## src/rtl/pong_pkg.sv

```systemverilog
// Shared types and default constants for the powerup scheduler.
package pong_pkg;

  // Scheduler FSM states.
  typedef enum logic [1:0] {
    ST_IDLE    = 2'd0,
    ST_ARM     = 2'd1,
    ST_WAIT    = 2'd2,
    ST_SPAWNED = 2'd3
  } state_e;

  // Powerup modes; the encoding doubles as the status-bit index.
  typedef enum logic [1:0] {
    MODE_PP1 = 2'd0,
    MODE_PP2 = 2'd1,
    MODE_PP3 = 2'd2,
    MODE_PP4 = 2'd3
  } mode_e;

  localparam int PRESCALER_DEF   = 64999999;
  localparam int SPAWN_DELAY_DEF = 2;
  localparam int PP1_TIME_DEF    = 3;
  localparam int PP2_TIME_DEF    = 2;
  localparam int PP3_TIME_DEF    = 5;
  localparam int PP4_TIME_DEF    = 4;

  localparam logic [3:0] LFSR_SEED = 4'b1001;

  // One step of the x^4+x^3+1 Fibonacci LFSR; a nonzero state never reaches 0.
  function automatic logic [3:0] lfsr4_next(input logic [3:0] s);
    return {s[2:0], s[3] ^ s[2]};
  endfunction

endpackage

```

## src/rtl/pp_slot_timer.sv

```systemverilog
// One loadable, tick-decremented, saturating 4-bit powerup timer.
module pp_slot_timer (
  input  logic       clk,
  input  logic       reset,
  input  logic       clr,
  input  logic       load,
  input  logic [3:0] load_val,
  input  logic       tick,
  output logic       active
);

  logic [3:0] count_q, count_d;
  logic       active_q, active_d;

  // Clear beats load, load beats tick; decrement saturates at zero.
  always_comb begin
    count_d = count_q;
    if (clr) begin
      count_d = 4'd0;
    end else if (load) begin
      count_d = load_val;
    end else if (tick && (count_q != 4'd0)) begin
      count_d = count_q - 4'd1;
    end
    active_d = (count_d != 4'd0);
  end

  // Remaining time and its registered nonzero flag.
  always_ff @(posedge clk or negedge reset) begin
    if (!reset) begin
      count_q  <= 4'd0;
      active_q <= 1'b0;
    end else begin
      count_q  <= count_d;
      active_q <= active_d;
    end
  end

  assign active = active_q;

endmodule

```

## src/rtl/powerup_scheduler.sv

```systemverilog
// Spawns a random powerup after a delay, arbitrates who ate it, and
// runs one duration timer per (player, mode).
module powerup_scheduler
  import pong_pkg::*;
#(
  parameter int PRESCALER   = PRESCALER_DEF,
  parameter int SPAWN_DELAY = SPAWN_DELAY_DEF,
  parameter int PP1_TIME    = PP1_TIME_DEF,
  parameter int PP2_TIME    = PP2_TIME_DEF,
  parameter int PP3_TIME    = PP3_TIME_DEF,
  parameter int PP4_TIME    = PP4_TIME_DEF
) (
  input  logic       clk,
  input  logic       reset,
  input  logic       game_active,
  input  logic       eaten_p1,
  input  logic       eaten_p2,
  output logic       spawn_valid,
  output logic [1:0] spawn_mode,
  output logic       grant,
  output logic       grant_owner,
  output logic [3:0] pp_status_p1,
  output logic [3:0] pp_status_p2
);

  logic [25:0] presc_q, presc_d;
  logic        tick;
  logic [3:0]  lfsr_q, lfsr_d;
  state_e      state_q, state_d;
  logic [3:0]  delay_q, delay_d;
  logic        spawn_valid_q, spawn_valid_d;
  mode_e       spawn_mode_q, spawn_mode_d;
  logic        grant_q, grant_d;
  logic        grant_owner_q, grant_owner_d;
  logic        last_owner_q, last_owner_d;
  logic        load_fire;
  logic        win_owner;
  logic [7:0]  slot_active;

  // 1 Hz prescaler: runs only during a rally, otherwise parked at zero.
  always_comb begin
    presc_d = 26'd0;
    if (game_active) begin
      presc_d = (presc_q == 26'(PRESCALER)) ? 26'd0 : presc_q + 26'd1;
    end
  end

  assign tick = game_active && (presc_q == 26'(PRESCALER));

  // Free-running mode generator.
  always_comb begin
    lfsr_d = lfsr4_next(lfsr_q);
  end

  // On a tie the player who did not win last time gets it.
  assign win_owner = (eaten_p1 && eaten_p2) ? ~last_owner_q : eaten_p2;

  // Scheduler next-state and output logic; losing the rally overrides all.
  always_comb begin
    state_d       = state_q;
    delay_d       = delay_q;
    spawn_valid_d = spawn_valid_q;
    spawn_mode_d  = spawn_mode_q;
    grant_d       = 1'b0;
    grant_owner_d = grant_owner_q;
    last_owner_d  = last_owner_q;
    load_fire     = 1'b0;
    if (!game_active) begin
      state_d       = ST_IDLE;
      delay_d       = 4'd0;
      spawn_valid_d = 1'b0;
    end else begin
      case (state_q)
        ST_IDLE: begin
          state_d = ST_ARM;
        end
        ST_ARM: begin
          delay_d = 4'(SPAWN_DELAY);
          state_d = ST_WAIT;
        end
        ST_WAIT: begin
          if (tick) begin
            if (delay_q <= 4'd1) begin
              delay_d       = 4'd0;
              spawn_mode_d  = mode_e'(lfsr_q[1:0]);
              spawn_valid_d = 1'b1;
              state_d       = ST_SPAWNED;
            end else begin
              delay_d = delay_q - 4'd1;
            end
          end
        end
        ST_SPAWNED: begin
          if (eaten_p1 || eaten_p2) begin
            grant_d       = 1'b1;
            grant_owner_d = win_owner;
            last_owner_d  = win_owner;
            load_fire     = 1'b1;
            spawn_valid_d = 1'b0;
            state_d       = ST_ARM;
          end
        end
        default: begin
          state_d = ST_IDLE;
        end
      endcase
    end
  end

  // Scheduler state registers.
  always_ff @(posedge clk or negedge reset) begin
    if (!reset) begin
      presc_q       <= 26'd0;
      lfsr_q        <= LFSR_SEED;
      state_q       <= ST_IDLE;
      delay_q       <= 4'd0;
      spawn_valid_q <= 1'b0;
      spawn_mode_q  <= MODE_PP1;
      grant_q       <= 1'b0;
      grant_owner_q <= 1'b0;
      last_owner_q  <= 1'b1;
    end else begin
      presc_q       <= presc_d;
      lfsr_q        <= lfsr_d;
      state_q       <= state_d;
      delay_q       <= delay_d;
      spawn_valid_q <= spawn_valid_d;
      spawn_mode_q  <= spawn_mode_d;
      grant_q       <= grant_d;
      grant_owner_q <= grant_owner_d;
      last_owner_q  <= last_owner_d;
    end
  end

  // Slot index = owner*4 + mode, so the low nibble is player 1.
  genvar gi;
  generate
    for (gi = 0; gi < 8; gi++) begin : g_slot
      localparam logic [1:0] SLOT_MODE  = 2'(gi % 4);
      localparam logic       SLOT_OWNER = 1'(gi / 4);
      localparam int         SLOT_DUR   = ((gi % 4) == 0) ? PP1_TIME :
                                          ((gi % 4) == 1) ? PP2_TIME :
                                          ((gi % 4) == 2) ? PP3_TIME : PP4_TIME;
      logic slot_load;

      assign slot_load = load_fire && (win_owner == SLOT_OWNER) &&
                         (spawn_mode_q == SLOT_MODE);

      pp_slot_timer u_timer (
        .clk      (clk),
        .reset    (reset),
        .clr      (!game_active),
        .load     (slot_load),
        .load_val (4'(SLOT_DUR)),
        .tick     (tick),
        .active   (slot_active[gi])
      );
    end
  endgenerate

  assign spawn_valid  = spawn_valid_q;
  assign spawn_mode   = spawn_mode_q;
  assign grant        = grant_q;
  assign grant_owner  = grant_owner_q;
  assign pp_status_p1 = slot_active[3:0];
  assign pp_status_p2 = slot_active[7:4];

endmodule

```

## config.mk

```make
export PLATFORM = sky130hd
export DESIGN_NAME = powerup_scheduler
export DESIGN_NICKNAME = d
export VERILOG_FILES = /design/src/rtl/pong_pkg.sv /design/src/rtl/pp_slot_timer.sv /design/src/rtl/powerup_scheduler.sv
export SDC_FILE = /design/constraint.sdc
export NUM_CORES = 1
export LEC_CHECK = 0
export CAP_MARGIN = 5
export CORE_MARGIN = 2
export CORE_UTILIZATION = 50
export DETAILED_ROUTE_END_ITERATION = 7
export PLACE_DENSITY = 0.65
export SYNTH_ARGS = -nofsm -noshare
export SYNTH_HDL_FRONTEND = slang
export SYNTH_SLANG_ARGS = --single-unit
```

## constraint.sdc

```tcl
create_clock -name clk -period 2.75 [get_ports clk]
set_input_delay 0.275 -clock clk [delete_from_list [all_inputs] [get_ports clk]]
set_output_delay 0.275 -clock clk [all_outputs]
set_load 0.005 [all_outputs]
```

; After elaboration in Yosys (flattened, before gate mapping)
; Cells that the tools add are included.
; W data, S select, Z words.
[totals]
in_bits = 5
ff_bits = 82
wordCells = 139
[classes]
bitwise = 3
eq_ne = 12
n_reduce_logical = 44
addsub = 10
order_cmp = 1
muxes = 44
[op_table]
columns = cell, count
row1 = $mux W4, 27
row2 = $reduce_bool A4 Y1, 16
row3 = $mux W26, 2
row4 = $sub A4 B1 Y4 const B, 9
row5 = $add A26 B1 Y26 const B, 1
row6 = $eq A26 B26 Y1 const B, 1
row7 = $logic_and A1 B1 Y1, 20
row8 = $eq A2 B2 Y1 const B, 4
row9 = $mux W1, 8
row10 = $mux W2, 4
row11 = $pmux W2 S4, 1
row12 = $pmux W4 S2, 1
row13 = $reduce_and A4 Y1, 2
row14 = $ne A3 B1 Y1 const B, 2
row15 = $ne A3 B3 Y1 const B, 2
row16 = $reduce_and A3 Y1, 2
row17 = $eq A2 B1 Y1 const B, 2
row18 = $le A4 B1 Y1 const B, 1
row19 = $logic_not A2 Y1, 2
row20 = $ne A3 B2 Y1 const B, 1
row21 = $not A1 Y1, 2
row22 = $pmux W1 S2, 1
row23 = $reduce_and A2 Y1, 1
row24 = $logic_or A1 B1 Y1, 1
row25 = $xor A1 B1 Y1, 1

; Longest topological paths before layout
; Gate-level depths: netlist (run 1).
[logic_depth]
ltp_word = 9
depth_mapped = 9

; By module
; From an unflattened synthesis (run 1), not the netlist that was laid out.
[unflattened]
cells_unflattened = 472
hier_area_um2 = 4653.2
[modules_own_cells]
columns = mod, seq_area_each_um2, n_inst, cells_each, area_each_um2
row1 = pp_slot_timer, 125.1, 8, 31, 311.5
row2 = powerup_scheduler, 1054.8, 1, 224, 2160.8

; Worst setup path before layout (run 1)
; No wires, ideal clock.
[synth_timing]
path_kind = flip-flop to flip-flop
start = register presc_q[8]
end = register g_slot[5].u_timer.active_q
path_slack_ps = 497
setup_ps = 129
required_time_ps = 2621
stages_incl_launch_ff = 8
synth_period_minus_slack_ps = 2253
t_arrival_ps = 2124
n_path_buf = 1
cell_sequence = dfrtp_1 > or4b_4 > nor4_4 > nand3_1 > buf_4 > o31ai_4 > a21oi_2 > a2111o_1
[synth_via]
elab_chain_len = 7
[synth_lines]
columns = item, line_no
row1 = "start, declared", powerup_scheduler.sv:26  ; logic [25:0] presc_q, presc_d;
row2 = "start signal, assigned", powerup_scheduler.sv:123  ; presc_q <= presc_d;
row3 = $eq A26 B26 Y1, powerup_scheduler.sv:48  ; assign tick = game_active && (presc_q == 26'(PRESCALER));
row4 = $logic_and A1 B1 Y1, powerup_scheduler.sv:48
row5 = $logic_and A1 B1 Y1, pp_slot_timer.sv:22  ; end else if (tick && (count_q != 4'd0)) begin
row6 = $mux W4, pp_slot_timer.sv:22
row7 = $mux W4, pp_slot_timer.sv:20  ; end else if (load) begin
row8 = $mux W4, pp_slot_timer.sv:18  ; if (clr) begin
row9 = named net g_slot[5].u_timer.count_d[1], pp_slot_timer.sv:12  ; logic [3:0] count_q, count_d;
row10 = $reduce_bool A4 Y1, pp_slot_timer.sv:25  ; active_d = (count_d != 4'd0);
row11 = named net g_slot[5].u_timer.active_d, pp_slot_timer.sv:13  ; logic active_q, active_d;
row12 = "end signal, assigned", pp_slot_timer.sv:35  ; active_q <= active_d;
row13 = "end, declared", pp_slot_timer.sv:13
; The timed path passes the listed nets, and every way through them passes these cells.
; A chain may end at the register's enable or synchronous reset.

; Worst setup path after layout (run 1)
; Same ends and word-level chain as after synthesis.

==> results.md, run 1 <==
* Post-synth design cell area at 0.00451 sq mm
* Vias at around 3,500
* Source-to-sink clock delay at the later pin of the worst-skew pair at 0.36 ns
* Longest Clk Path Bufs at 2
* Clock power share at between 40% and 50%
* Per-cell routed wire length at ~15 um
* Total of warnings raised by yosys at 0
* Minimum hold slack at 0.373 ns
* Sequential share of power at between 40 and 50%
* Arrival @ worst endpoint at roughly 2.8 ns
* Routed metal-1 wirelength at 4540 um
* Area of all placed cells without fillers at 0.00504 sq mm
* Critical path fanouts, max at 10
* TritonCTS clock tree: built
* Fraction of the cycle the final worst path needs at roughly 93%
* Yosys top cell area share at 43.9%
* CP dominant cell by count: sky130_fd_sc_hd__buf_4
* Post-DP Area at about 0.0048 sq mm
* Async set-reset flop share out of synthesis at 100%
* Startpoint of the most critical register-to-register path: presc_q[8]
* Top post-synthesis cells by count: 79 x sky130_fd_sc_hd__dfrtp_1, 55 x sky130_fd_sc_hd__nor2_1, 40 x sky130_fd_sc_hd__nand2_1
* Max-slew violations at 0
* Power consumption at 2.70 mW
* Worst setup SP type: flip-flop
* Pin count of the biggest net entering global routing at 83
* Fraction of final layout cells sized beyond drive strength 1 at a little under a tenth
* Setup repair after global routing missed its margin: no
* NetSw at just under 700 uW
* Antenna Violating Nets Remaining at 0
* Number of buffers inserted during clock tree synthesis at 9
* Antenna violations before repair at 0
* Last weighted congestion value of the routability-driven placer at between 0.8 and 0.9
* Max Cap Violations at 0
* Iteration-0 DRC Markers at ~160
* Metal3 WL at roughly 350 um
* Vias in the first global route at about 3,600
* Top cell type by total area after synthesis: sky130_fd_sc_hd__dfrtp_1
* Startpoint of the tightest hold check path: lfsr_q[1]
* Buffer type at the clock tree root: sky130_fd_sc_hd__clkbuf_8
* DRC viols at 0
* Most repeated cell in the gate-level netlist after synthesis: sky130_fd_sc_hd__dfrtp_1
* Number of sinks handled by clock tree synthesis at 82
* Mapped Avg Cell Area at ~9.4 sq um
* Aggregate routed wire length at approximately 9500 um
* Port-buffer cells at 17
* Number of distinct standard cells referenced by the synthesized netlist at between 50 and 60
* Flop and latch count out of synthesis at 82
* Total met2 wirelength after detailed routing at between 4000 and 5000 um
* Part of the power in combinational logic at between 10% and 20%
* Standard cell core area at slightly below 0.009 sq mm
* Layout filler cell count at roughly 770
* Num rows at 34
* Share of the yosys chip area belonging to registers at about 46%
* Final std cells w/o fill at between 600 and 700
* Required arrival time at the worst endpoint at ~3 ns
* Height of the die at between 90 and 100 um
* Setup clock skew after layout at between 0.01 and 0.015 ns
* Die X at just under 100 um
* Power per unit of standard cell area at 535 mW/mm^2
* DRT Pass-1 Iters at 4
* Class of the most critical hold timing path: reg -> reg
* Number of cells in the design after placement at about 600
* Per-cell via count in the routed design at ~5.7
* Count of final setup violators at 0
* Total number of H-tree levels at 3
* Count of antenna diodes in the layout at 0
* Number of I/O pins at 18
* Result of the run: finished, final reports clean
* Time the final worst path needs with I/O delays and setup at ~2.6 ns
* Slew headroom at between 40% and 50%
* Starting utilization of the core area at roughly half
* CP peak stage delay at 0.59 ns
* Area overhead of the layout relative to synthesis at 11.9%
* Syn Nets at between 500 and 600
* Start-to-end type of the worst setup path: reg -> reg
* Cell-by-cell trace of the critical path: or4b_4, nor4_4, buf_4, nand3_1, buf_4, o31ai_4, a21oi_2, a2111o_1
* Dpl hpwl at 6610 um
* Switching share of power at 25.3%
* Final-stage net count at about 520
* Remaining Overflow, GRT at 0
* Leakage power of the design at around 2.2 nW
* Critical path origin: presc_q[8]
* Post-Route Setup TNS at 0 ns
* Maximum vdd drop at ~330 uV
* EDFF count, synth at 0
* Int Power at just over 2 mW
* Top layer reached by signal wires: met4
* Element type at the critical path end: flip-flop
* Final Hold Fails at 0
* Global-route wire length before repair at about 17,000 um
* Area enclosed by the die boundary at between 0.009 and 0.01 sq mm
* Ys flop type: sky130_fd_sc_hd__dfrtp_1
* Fmax at between 300 and 400 MHz
* Global router's overall resource usage at about a fifth
* Actual slew at the worst max-slew pin at between 0.7 and 0.8 ns
* Cell types with the largest area share after synthesis: sky130_fd_sc_hd__dfrtp_1 44%, sky130_fd_sc_hd__nor2_1 4.6%, sky130_fd_sc_hd__ha_1 4.2%
* Standard cell with the maximum stage delay on the critical path: sky130_fd_sc_hd__or4b_4
* Clock-pin slew on the worst setup and hold paths at around 0.09 ns
* Synthesized instance count at around 480
[timing repair]
| item | CTS | global route |
|---|---|---|
| endpoints found under the hold margin | 79 | 0 |
| setup buffers | 0 | 0 |
| hold buffers | 1 | 0 |
| resized for setup | 0 | 0 |
[sequential cells by signal, summed over array words and instances (netlist names)]
name	flops
grant	1
spawn_mode	2
spawn_valid	1
delay_q	4
grant_owner	1
lfsr_q	4
presc_q	26
g_slot.u_timer.active	8
state_q	2
last_owner_q	1
g_slot.u_timer.count_q	32
[routing by layer]
layer	vias up	GRT usage [%]
li1	1715	-
met1	1687	28.7
met2	59	34.3
met3	11	4.33
met4	0	7.06
met5	-	0
[worst paths after layout]
kind | cells past startpoint | slack, ns | end
worst max-delay path | 8 | 0.19 | g_slot[5].u_timer.active
worst min-delay path | 0 | 0.37 | lfsr_q[2]
worst max register to register | 8 | 0.19 | g_slot[5].u_timer.active
worst min register to register | 0 | 0.37 | lfsr_q[2]
max in group asynchronous | 3 | 1.90 | lfsr_q[3]
min in group asynchronous | 3 | 0.47 | g_slot[0].u_timer.count_q[2]
[power by group through the flow]
stage	Clock (mW)	Sequential, mW	Combinational [mW]
after floorplan	0	1.32	0.186
after global placement	0	1.32	0.297
after detailed placement	0	1.32	0.303
after CTS	1.11	1.30	0.312
after global routing	1.17	1.31	0.352
final	1.09	1.30	0.307
[stage by stage]
stage	utilization [%]	setup WS, ns
finish	57.8	0.187
floorplan	-	0.497
global route	57.8	0.0393
global placement	54.8	0.305
detailed placement	54.8	0.173
CTS	57.8	0.155
[cells by family after synthesis]
logic type               Yosys count  synth area share, %
AND/OR/NAND/NOR                  209                 24.7
AO/OA/AOI/OAI                     87                 12.8
buffers and inverters             50                 5.16
adder cells (fa/ha/maj)           15                 4.16
flip-flops                        82                 45.6
XOR/XNOR                          32                 6.22
multiplexers                       6                 1.39
[layout make-up]
| class | count | area (sq um) | area share (%) |
|---|---|---|---|
| multi-input combinational | 349 | 2220 | 44.0 |
| sequential | 82 | 2060 | 40.8 |
| timing repair buffer | 28 | 265 | 5.26 |
| clock buffer | 10 | 138 | 2.73 |
| tap | 108 | 135 | 2.68 |
| inverter | 31 | 116 | 2.31 |
| clock inverter | 6 | 114 | 2.26 |
[critical path, delay by kind of cell, from the launching register on]
family | cells | cell delay (ns)
AO/OA/AOI/OAI | 3 | 0.68
buffers and inverters | 2 | 0.41
flip-flops | 1 | 0.43
AND/OR/NAND/NOR | 3 | 0.95
[placed cells by master (no fill, tap or decap), types with 4 or more instances in the layout]
master and n:
sky130_fd_sc_hd__dfrtp_1 79, sky130_fd_sc_hd__o21ai_0 23, sky130_fd_sc_hd__and2_1 7, sky130_fd_sc_hd__o211ai_1 4
sky130_fd_sc_hd__mux2i_1 4, sky130_fd_sc_hd__xor2_1 17, sky130_fd_sc_hd__ha_1 15, sky130_fd_sc_hd__xnor2_1 15
sky130_fd_sc_hd__nor2b_1 6, sky130_fd_sc_hd__clkdlybuf4s50_1 16, sky130_fd_sc_hd__nand3_1 21, sky130_fd_sc_hd__nor2_1 55
sky130_fd_sc_hd__o31ai_1 4, sky130_fd_sc_hd__nand2b_1 11, sky130_fd_sc_hd__o21a_1 4, sky130_fd_sc_hd__a211oi_1 4
sky130_fd_sc_hd__or3_1 13, sky130_fd_sc_hd__nor3_1 16, sky130_fd_sc_hd__a31oi_1 6, sky130_fd_sc_hd__buf_4 10
sky130_fd_sc_hd__a21oi_1 21, sky130_fd_sc_hd__clkbuf_8 10, sky130_fd_sc_hd__and3_1 4, sky130_fd_sc_hd__inv_1 31
sky130_fd_sc_hd__nand4_1 9, sky130_fd_sc_hd__nand2_1 40, sky130_fd_sc_hd__nand4b_1 5
(Power assumes the default switching activity.)
==> inputs of run 2 (changes only) <==
--- a/config.mk
+++ b/config.mk
@@ -9,7 +9,9 @@
 export CORE_MARGIN = 2
 export CORE_UTILIZATION = 50
 export DETAILED_ROUTE_END_ITERATION = 7
+export HOLD_SLACK_MARGIN = 0.03
 export PLACE_DENSITY = 0.65
+export RECOVER_POWER = 100
 export SYNTH_ARGS = -nofsm -noshare
 export SYNTH_HDL_FRONTEND = slang
 export SYNTH_SLANG_ARGS = --single-unit
==> results.md, run 2 (synthesis gave the netlist of run 1 again) <==
* Result of the run: finished, violations left
* Violated checks: max-capacitance violations, max-slew violations
* DRC viols at 0
* Iteration-0 DRC Markers at 170
* Clock-pin slew on the worst setup and hold paths at 0.09 ns
* Global router's overall resource usage at 21.2%
* Per-cell via count in the routed design at around 5.6
* Most common library cell in the layout ignoring fill and taps: sky130_fd_sc_hd__dfrtp_1
* Buffer type at the clock tree root: sky130_fd_sc_hd__clkbuf_8
* Element type at the critical path end: flip-flop
* Maximum vdd drop at between 300 and 400 uV
* Critical path fanouts, max at 10
* Number of flip-flops in the largest register at 32
* Port-buffer cells at 17
* Max Cap Violations at 1
* Height of the die at just under 100 um
* Start-to-end type of the worst setup path: reg -> reg
* Actual slew at the worst max-slew pin at around 1.8 ns
* Setup clock skew after layout at roughly 0.015 ns
* Area enclosed by the die boundary at just under 0.01 sq mm
* Global-route wire length before repair at about 17,000 um
* Area of all placed cells without fillers at around 0.005 sq mm
* Fraction of the cycle the final worst path needs at between 90 and 100%
* Remaining Overflow, GRT at 0
* Slew headroom at -20.0%
* Switching share of power at 25.2%
* Hold_buf cts at 1
* Last weighted congestion value of the routability-driven placer at 0.852
* Cells resized by post-CTS repair at 0
* Antenna violations before repair at 0
* Fmax at 389 MHz
* Number of I/O pins at 18
* Area overhead of the layout relative to synthesis at 11.2%
* Power per unit of standard cell area at between 500 and 600 mW/mm^2
* Leakage power of the design at 2.23 nW
* Post-CTS Setup Repair Bufs at 0
* Die X at about 100 um
* Num rows at 34
* Clock power share at about two fifths
* Number of buffers inserted during clock tree synthesis at 9
* Fraction of final layout cells sized beyond drive strength 1 at 8.50%
* Worst setup SP type: flip-flop
* Aggregate routed wire length at about 9400 um
* Setup repair after global routing missed its margin: no
* Pin count of the biggest net entering global routing at 83
* Final Hold Fails at 0
* Class of the most critical hold timing path: reg -> reg
* Most used cells in the layout excluding fill and tap cells: 79 x sky130_fd_sc_hd__dfrtp_1, 55 x sky130_fd_sc_hd__nor2_1, 42 x sky130_fd_sc_hd__nand2_1
* DRT Pass-1 Iters at 4
* Longest Clk Path Bufs at 2
* TritonCTS clock tree: built
* Post-Route Setup TNS at 0 ns
* Worst reg2reg setup slack at about 0.18 ns
* Part of the power in combinational logic at between 10 and 15%
* Time the final worst path needs with I/O delays and setup at roughly 2.6 ns
* Antenna Violating Nets Remaining at 0
* NetSw at about 680 uW
* Source-to-sink clock delay at the later pin of the worst-skew pair at around 0.36 ns
* Int Power at 2.01 mW
* Max-slew violations at 83
* Count of antenna diodes in the layout at 0
* Vias at 3,450
* Sequential share of power at roughly half
* Per-cell routed wire length at roughly 15 um
* Number of sinks handled by clock tree synthesis at 82
* Largest register by flop count: g_slot.u_timer.count_q
* Standard cell core area at ~0.0087 sq mm
* Required arrival time at the worst endpoint at roughly 3.0 ns
* Vias in the first global route at around 3,600
* Final-stage net count at around 520
* Count of final setup violators at 0
* Arrival @ worst endpoint at approximately 2.8 ns
* Post-DP Area at 0.00478 sq mm
* Dpl hpwl at roughly 6600 um
* Starting utilization of the core area at 51.7%
* Total number of H-tree levels at 3
-- run 2: cell types whose count changed in the layout (fill, tap and decap cells not counted), moves of 2 or more --
cell / before / now
sky130_fd_sc_hd__clkdlybuf4s50_1: 16 / 3
sky130_fd_sc_hd__dlygate4sd3_1: 1 / 14
sky130_fd_sc_hd__and2_1: 7 / 4
sky130_fd_sc_hd__and2_0: 1 / 4
sky130_fd_sc_hd__nand2_1: 40 / 42
sky130_fd_sc_hd__buf_4: 10 / 7
sky130_fd_sc_hd__nand2_2: 2 / 0
-- run 2: power groups by stage --
stage	Sequential [mW]	Combinational, mW	Clock, mW
final	1.30	0.295	1.09
after global placement	1.32	0.297	0
after detailed placement	1.32	0.303	0
after floorplan	1.32	0.186	0
after global routing	1.31	0.341	1.17
after CTS	1.30	0.312	1.11
-- run 2: worst paths after layout --
check	startpoint	depth (start not counted)	endpoint
max in group asynchronous	reset	3	presc_q[14]
max reg2reg	presc_q[8]	8	g_slot[5].u_timer.active
min in group asynchronous	reset	3	g_slot[0].u_timer.count_q[2]
min reg2reg	lfsr_q[1]	0	lfsr_q[2]
min	lfsr_q[1]	0	lfsr_q[2]
max	presc_q[8]	8	g_slot[5].u_timer.active
-- run 2: layout make-up --
cell class                 count  area (sq um)
sequential                    82          2060
tap                          108           135
inverter                      31           116
clock buffer                  10           138
clock inverter                 6           114
timing repair buffer          28           244
multi-input combinational    349          2210
fill                         775          3710
-- run 2: worst max-delay path, cell delays in order (launching register included) --
cell and delay [ns]:
sky130_fd_sc_hd__dfrtp_1 0.43, sky130_fd_sc_hd__or4b_4 0.59, sky130_fd_sc_hd__nor4_4 0.25, sky130_fd_sc_hd__buf_4 0.19, sky130_fd_sc_hd__nand3_1 0.11, sky130_fd_sc_hd__buf_4 0.22
sky130_fd_sc_hd__o31ai_4 0.25, sky130_fd_sc_hd__a21oi_2 0.05, sky130_fd_sc_hd__a2111o_1 0.38
-- run 2: per-layer routing --
layer	wire (um)	up-vias	track usage, %
li1	-	1713	-
met1	4540	1686	28.7
met2	4510	42	34.3
met3	295	9	4.33
met4	103	0	7.06
met5	0	-	0
-- run 2: per-stage QoR --
stage | worst slack [ns] | hold slack (ns) | std cells | total power [mW] | utilization, %
floorplan | 0.497 | -0.0206 | 481 | 1.50 | -
global placement | 0.305 | 0.343 | 597 | 1.62 | 54.8
detailed placement | 0.173 | 0.341 | 597 | 1.63 | 54.8
CTS | 0.155 | 0.378 | 614 | 2.72 | 57.8
global route | 0.0393 | 0.389 | 614 | 2.82 | 57.5
finish | 0.180 | 0.373 | 614 | 2.68 | 57.5
==> inputs of run 3 (changes only) <==
--- a/config.mk
+++ b/config.mk
@@ -8,8 +8,9 @@
 export CAP_MARGIN = 5
 export CORE_MARGIN = 2
 export CORE_UTILIZATION = 50
+export CTS_CLUSTER_SIZE = 14
 export DETAILED_ROUTE_END_ITERATION = 7
-export HOLD_SLACK_MARGIN = 0.03
+export HOLD_SLACK_MARGIN = 0.02
 export PLACE_DENSITY = 0.65
 export RECOVER_POWER = 100
 export SYNTH_ARGS = -nofsm -noshare
==> results of run 3 <==
No change in the layout: final DEF, timing and power equal those of run 2.
==> patch 1, RTL diff (config.mk and constraints of run 3) <==
The 4 states of `state_e` get a one-hot encoding in 4 bits.
--- a/src/rtl/pong_pkg.sv
+++ b/src/rtl/pong_pkg.sv
@@ -4,7 +4,7 @@
   // Scheduler FSM states.
-  typedef enum logic [1:0] {
-    ST_IDLE    = 2'd0,
-    ST_ARM     = 2'd1,
-    ST_WAIT    = 2'd2,
-    ST_SPAWNED = 2'd3
+  typedef enum logic [3:0] {
+    ST_IDLE    = 4'b0001,
+    ST_ARM     = 4'b0010,
+    ST_WAIT    = 4'b0100,
+    ST_SPAWNED = 4'b1000
   } state_e;
Function: same outputs for any inputs over 10 cycles, from zero or initial values and one cycle with reset low; not proved beyond that.
==> patch 1 against run 3 <==
- count of clock-buffer cells in the layout unchanged
- non-clock buffer count is 12 higher
- sequential cell count rose by 2
- cell area increased by 4.6%
- worst setup slack improved by 89 ps
- synthesized area up 5.4%
- routed wire length increased by 8.4%
- highest routed layer unchanged
Power is not compared: it rests on default switching activity, and its combinational part moved more than twofold at a synthesized area within 25%.
==> patch 1: results <==
[outcome]
status = "complete, no violations"

[placed_design]
finalWeightedCongestion = 0.862
dpl.cell_count = 642
placed_area_mm2 = 0.00508
preCtsSetupSlack_ps = 218
place.port_buffers = 17
dp_hpwl_um = 7230

[drt]
vias_per_cell = 5.81
wire_per_inst_um = 15.6
vias = 3826
drt_iter0_markers = 160
drc_errors = 0
firstDrtPassIters = 4

[worst_hold_path]
hp-class = "flip-flop to flip-flop"
whs_endpoint = "lfsr_q[3]"
worstHoldStart = "lfsr_q[2]"

[setup_path]
reg2reg_depth = 6
arrival_ps = 2780
regToRegEndpoint = "g_slot[4].u_timer.active"
critical-path-max-stage-delay_ps = 550
crit_path_top_delay_cell = "or4b_1"
r2r-start = "presc_q[10]"
critPathMaxFanout = 12

[timing]
clock-skew-final_ps = 15.8
slew_headroom = 0.304
setup_slack_ps = 269
hold_slack_ps = 400

[final_layout]
largest_register_ffs = 32
max_flop_register = "g_slot.u_timer.count_q"
n_antenna_cell = 0
nFillCells = 818
nets = 541
fin_area_mm2 = 0.00524
final_layout_size_suffix_gt1_frac = 0.110

[synthesis]
ys_top_cells_by_area = "dfrtp_1 (42%), nand4_1 (4.1%), nor2_1 (3.7%), nand2_1 (3.2%), xor2_1 (3.1%)"
ys_seq_area_frac = 0.444
synth_area_mm2 = 0.00475
avgSynthCellArea_um2 = 9.43
netlist_top_cells_count = "dfrtp_1 (80), nor2_1 (47), nand2_1 (40)"
ys_types = 62
syn_nets = 520

[global_route]
antenna_found_initial = 0
grt_max_degree = 45
grt_use_total = 0.214
grt_first_pass_wirelength_um = 17400
grt_pass1_vias = 3643

[power]
p_per_area_mw_per_mm2 = 428
clkPwrFrac = 0.379
p_int_w = 0.00171

[clock_network]
clk_root_buffer_cell = "clkbuf_8"
cts_buffers = 9
==> patch 1: logic make-up after synthesis <==
logic type                 share of synthesized area
AOI/OAI and AO/OA                              0.132
muxes                                         0.0119
DFF                                            0.444
buffers and inverters                         0.0587
adders and majority gates                     0.0290
and+or+nand+nor                                0.269
xor gates and xnor gates                      0.0553
==> patch 1: worst register-to-register path: cells and delay by family, from the launching register on <==
family,cells,cell delay [ps]
compound gates,2,380
simple gates,3,1270
flops,1,460
buf+inv,1,320
==> patch 1: worst max path at each step <==
| stage | start | to | cells past startpoint |
|---|---|---|---|
| 2_1_floorplan | presc_q[0] | spawn_mode[0] | 9 |
| 3_3_place_gp | game_active | g_slot[3].u_timer.active | 7 |
| 3_5_place_dp | presc_q[10] | g_slot[6].u_timer.active | 6 |
| 4_1_cts | presc_q[10] | g_slot[6].u_timer.active | 6 |
| 5_1_grt | presc_q[10] | g_slot[4].u_timer.active | 6 |
| 6_report | presc_q[10] | g_slot[4].u_timer.active | 6 |
==> patch 1: layer usage <==
layer  GRT usage  vias up  part of all wire
met4      0.0593        0             0.018
met1       0.295     1875              0.48
li1            -     1863                 -
met2       0.342       73              0.46
met5           0        -                 0
met3      0.0504       15             0.038
==> patch 1: cell type report <==
cell class                      count  share of cell area
Multi-Input combinational cell    364               0.451
Sequential cell                    84               0.402
Timing Repair Buffer               40              0.0628
Tap cell                          129              0.0308
Clock buffer                       10              0.0243
Inverter                           26              0.0186
Clock inverter                      5              0.0103
==> patch 1: repair_timing <==
| action | 4_1_cts | 5_1_grt |
|---|---|---|
| gates resized for setup | 0 | 1 |
| setup endpoints to repair | 0 | 1 |
| endpoints found under the hold margin | 36 | 0 |
| hold buffers | 1 | 0 |
==> patch 2, RTL diff (settings of run 3) <==
Without the edit above. Make the reset (`reset`) synchronous in 2 clocked blocks.
--- a/src/rtl/pp_slot_timer.sv
+++ b/src/rtl/pp_slot_timer.sv
@@ -28,3 +28,3 @@
   // Remaining time and its registered nonzero flag.
-  always_ff @(posedge clk or negedge reset) begin
+  always_ff @(posedge clk) begin
     if (!reset) begin
--- a/src/rtl/powerup_scheduler.sv
+++ b/src/rtl/powerup_scheduler.sv
@@ -110,3 +110,3 @@
   // Scheduler state registers.
-  always_ff @(posedge clk or negedge reset) begin
+  always_ff @(posedge clk) begin
     if (!reset) begin
Behaviour: same outputs for any inputs over 10 cycles, from zero or initial values and one cycle with reset low; that may be too few to reach the edited logic, so the function may still have changed.
==> patch 2 against run 3 <==
- synthesized cell count is 8.5% higher
- worst setup slack better by 100 ps
- cell area is 4.6% lower
- routed wire length is 1.2% lower
- count of clock-buffer cells in the layout stayed put
- synthesized area is 4.2% lower
- first-iteration DRC count is 5.9% higher
- global-route usage is 0.77 points lower
- clock skew is 2.3 ps lower
- hold slack better by 73 ps
- critical endpoint is now g_slot[7].u_timer.active
- sequential cell count stayed put
Power is not compared: it rests on default switching activity, and its combinational part moved more than twofold at a synthesized area within 25%.
==> patch 2: results <==
[worst_hold_path]
hp-class = "flip-flop to flip-flop"
worstHoldStart = "presc_q[0]"

[clock_network]
clock_latency_ps = 350
clk_pin_slew_ps = 80
clk_root_buffer_cell = "clkbuf_8"
cts_hold_buf = 0

[synthesis]
ys_top_cells_by_area = "dfxtp_1 (38%), nor2_1 (5.5%), xnor2_1 (4.7%), ha_1 (4.1%), inv_1 (3.8%)"
ys.warnings.count = 0
ys_async_sr_fraction = 0
netlist_top_cells_count = "dfxtp_1 (82), nor2_1 (63), inv_1 (44)"
syn_nets = 541
ys_types = 58
netlist_instances = 522
ys_seq_area_frac = 0.380

[final_layout]
nFillCells = 773
final_layout_size_suffix_gt1_frac = 0.0642
largest_register_ffs = 32
stdcell_count = 650
nets = 560

[placed_design]
dp_hpwl_um = 6760
place.port_buffers = 17
dpl.cell_count = 635
finalWeightedCongestion = 0.865

[drt]
wl_um = 9330
vias_per_cell = 5.67
firstDrtPassIters = 5
drt_iter0_markers = 180

[setup_path]
r2r-start = "presc_q[22]"
critPathMaxFanout = 14
arrival_ps = 2670
critical-path-max-stage-delay_ps = 650
crit_path_top_delay_cell = "or4_4"

[power]
p_per_area_mw_per_mm2 = 463
vdd_drop_max_mv = 0.566

[global_route]
grt_use_total = 0.204
grt_pass1_vias = 3536
grt_first_pass_wirelength_um = 16000
grt_max_degree = 25

[timing]
worst_pin_slew_ps = 705
clock-skew-final_ps = 12.2

[outcome]
status = "complete, no violations"
-- patch 2: changes by cell type after synthesis, sizes merged, moves of 9 or more --
cell   delta
dfxtp    +82
dfrtp    -79
inv      +13
o21ai    -10
nand2     -9
nand3     +9
xor2      -9
-- patch 2: per-layer routing --
metal	track usage	up-vias	share of wire	wire (um)
li1	-	1873	-	-
met3	0.0311	13	0.039	361
met1	0.265	1725	0.47	4350
met5	0	-	0	0
met4	0.0780	0	0.015	140
met2	0.343	74	0.48	4480
-- patch 2: worst paths after layout --
check / to / slack (ps) / depth (start not counted)
worst max-delay path: g_slot[7].u_timer.active / 280 / 5
worst min-delay path: presc_q[0] / 450 / 1
worst min register to register: presc_q[0] / 450 / 1
worst max register to register: g_slot[7].u_timer.active / 280 / 5
-- patch 2: metrics by stage --
step	power (W)	util	setup WS, ps	cell area, um2	hold slack [ps]
floorplan	0.00129	-	472	4320	401
global placement	0.00132	0.556	206	4620	422
detailed placement	0.00132	0.556	167	4620	435
CTS	0.00225	0.581	296	4820	448
global route	0.00230	0.576	191	4780	487
finish	0.00221	0.576	283	4780	446
-- patch 2: logic make-up (layout without fill, tap and decap cells) --
| logic type | count (synthesis) | in the layout | synth area share |
|---|---|---|---|
| muxes | 16 | 16 | 0.0382 |
| AOI/OAI and AO/OA | 77 | 77 | 0.119 |
| buffers and inverters | 68 | 91 | 0.0675 |
| and+or+nand+nor | 234 | 234 | 0.292 |
| adders and majority gates | 14 | 14 | 0.0405 |
| DFF | 82 | 82 | 0.380 |
| xor gates and xnor gates | 31 | 31 | 0.0628 |
-- patch 2: final cells by class --
type,count,share of cell area
well taps,105,0.0275
multi-input cells,372,0.496
repair buffers,32,0.0547
clock buffers,10,0.0267
flip-flops and latches,82,0.343
inverters,44,0.0345
clock inverters,5,0.0167
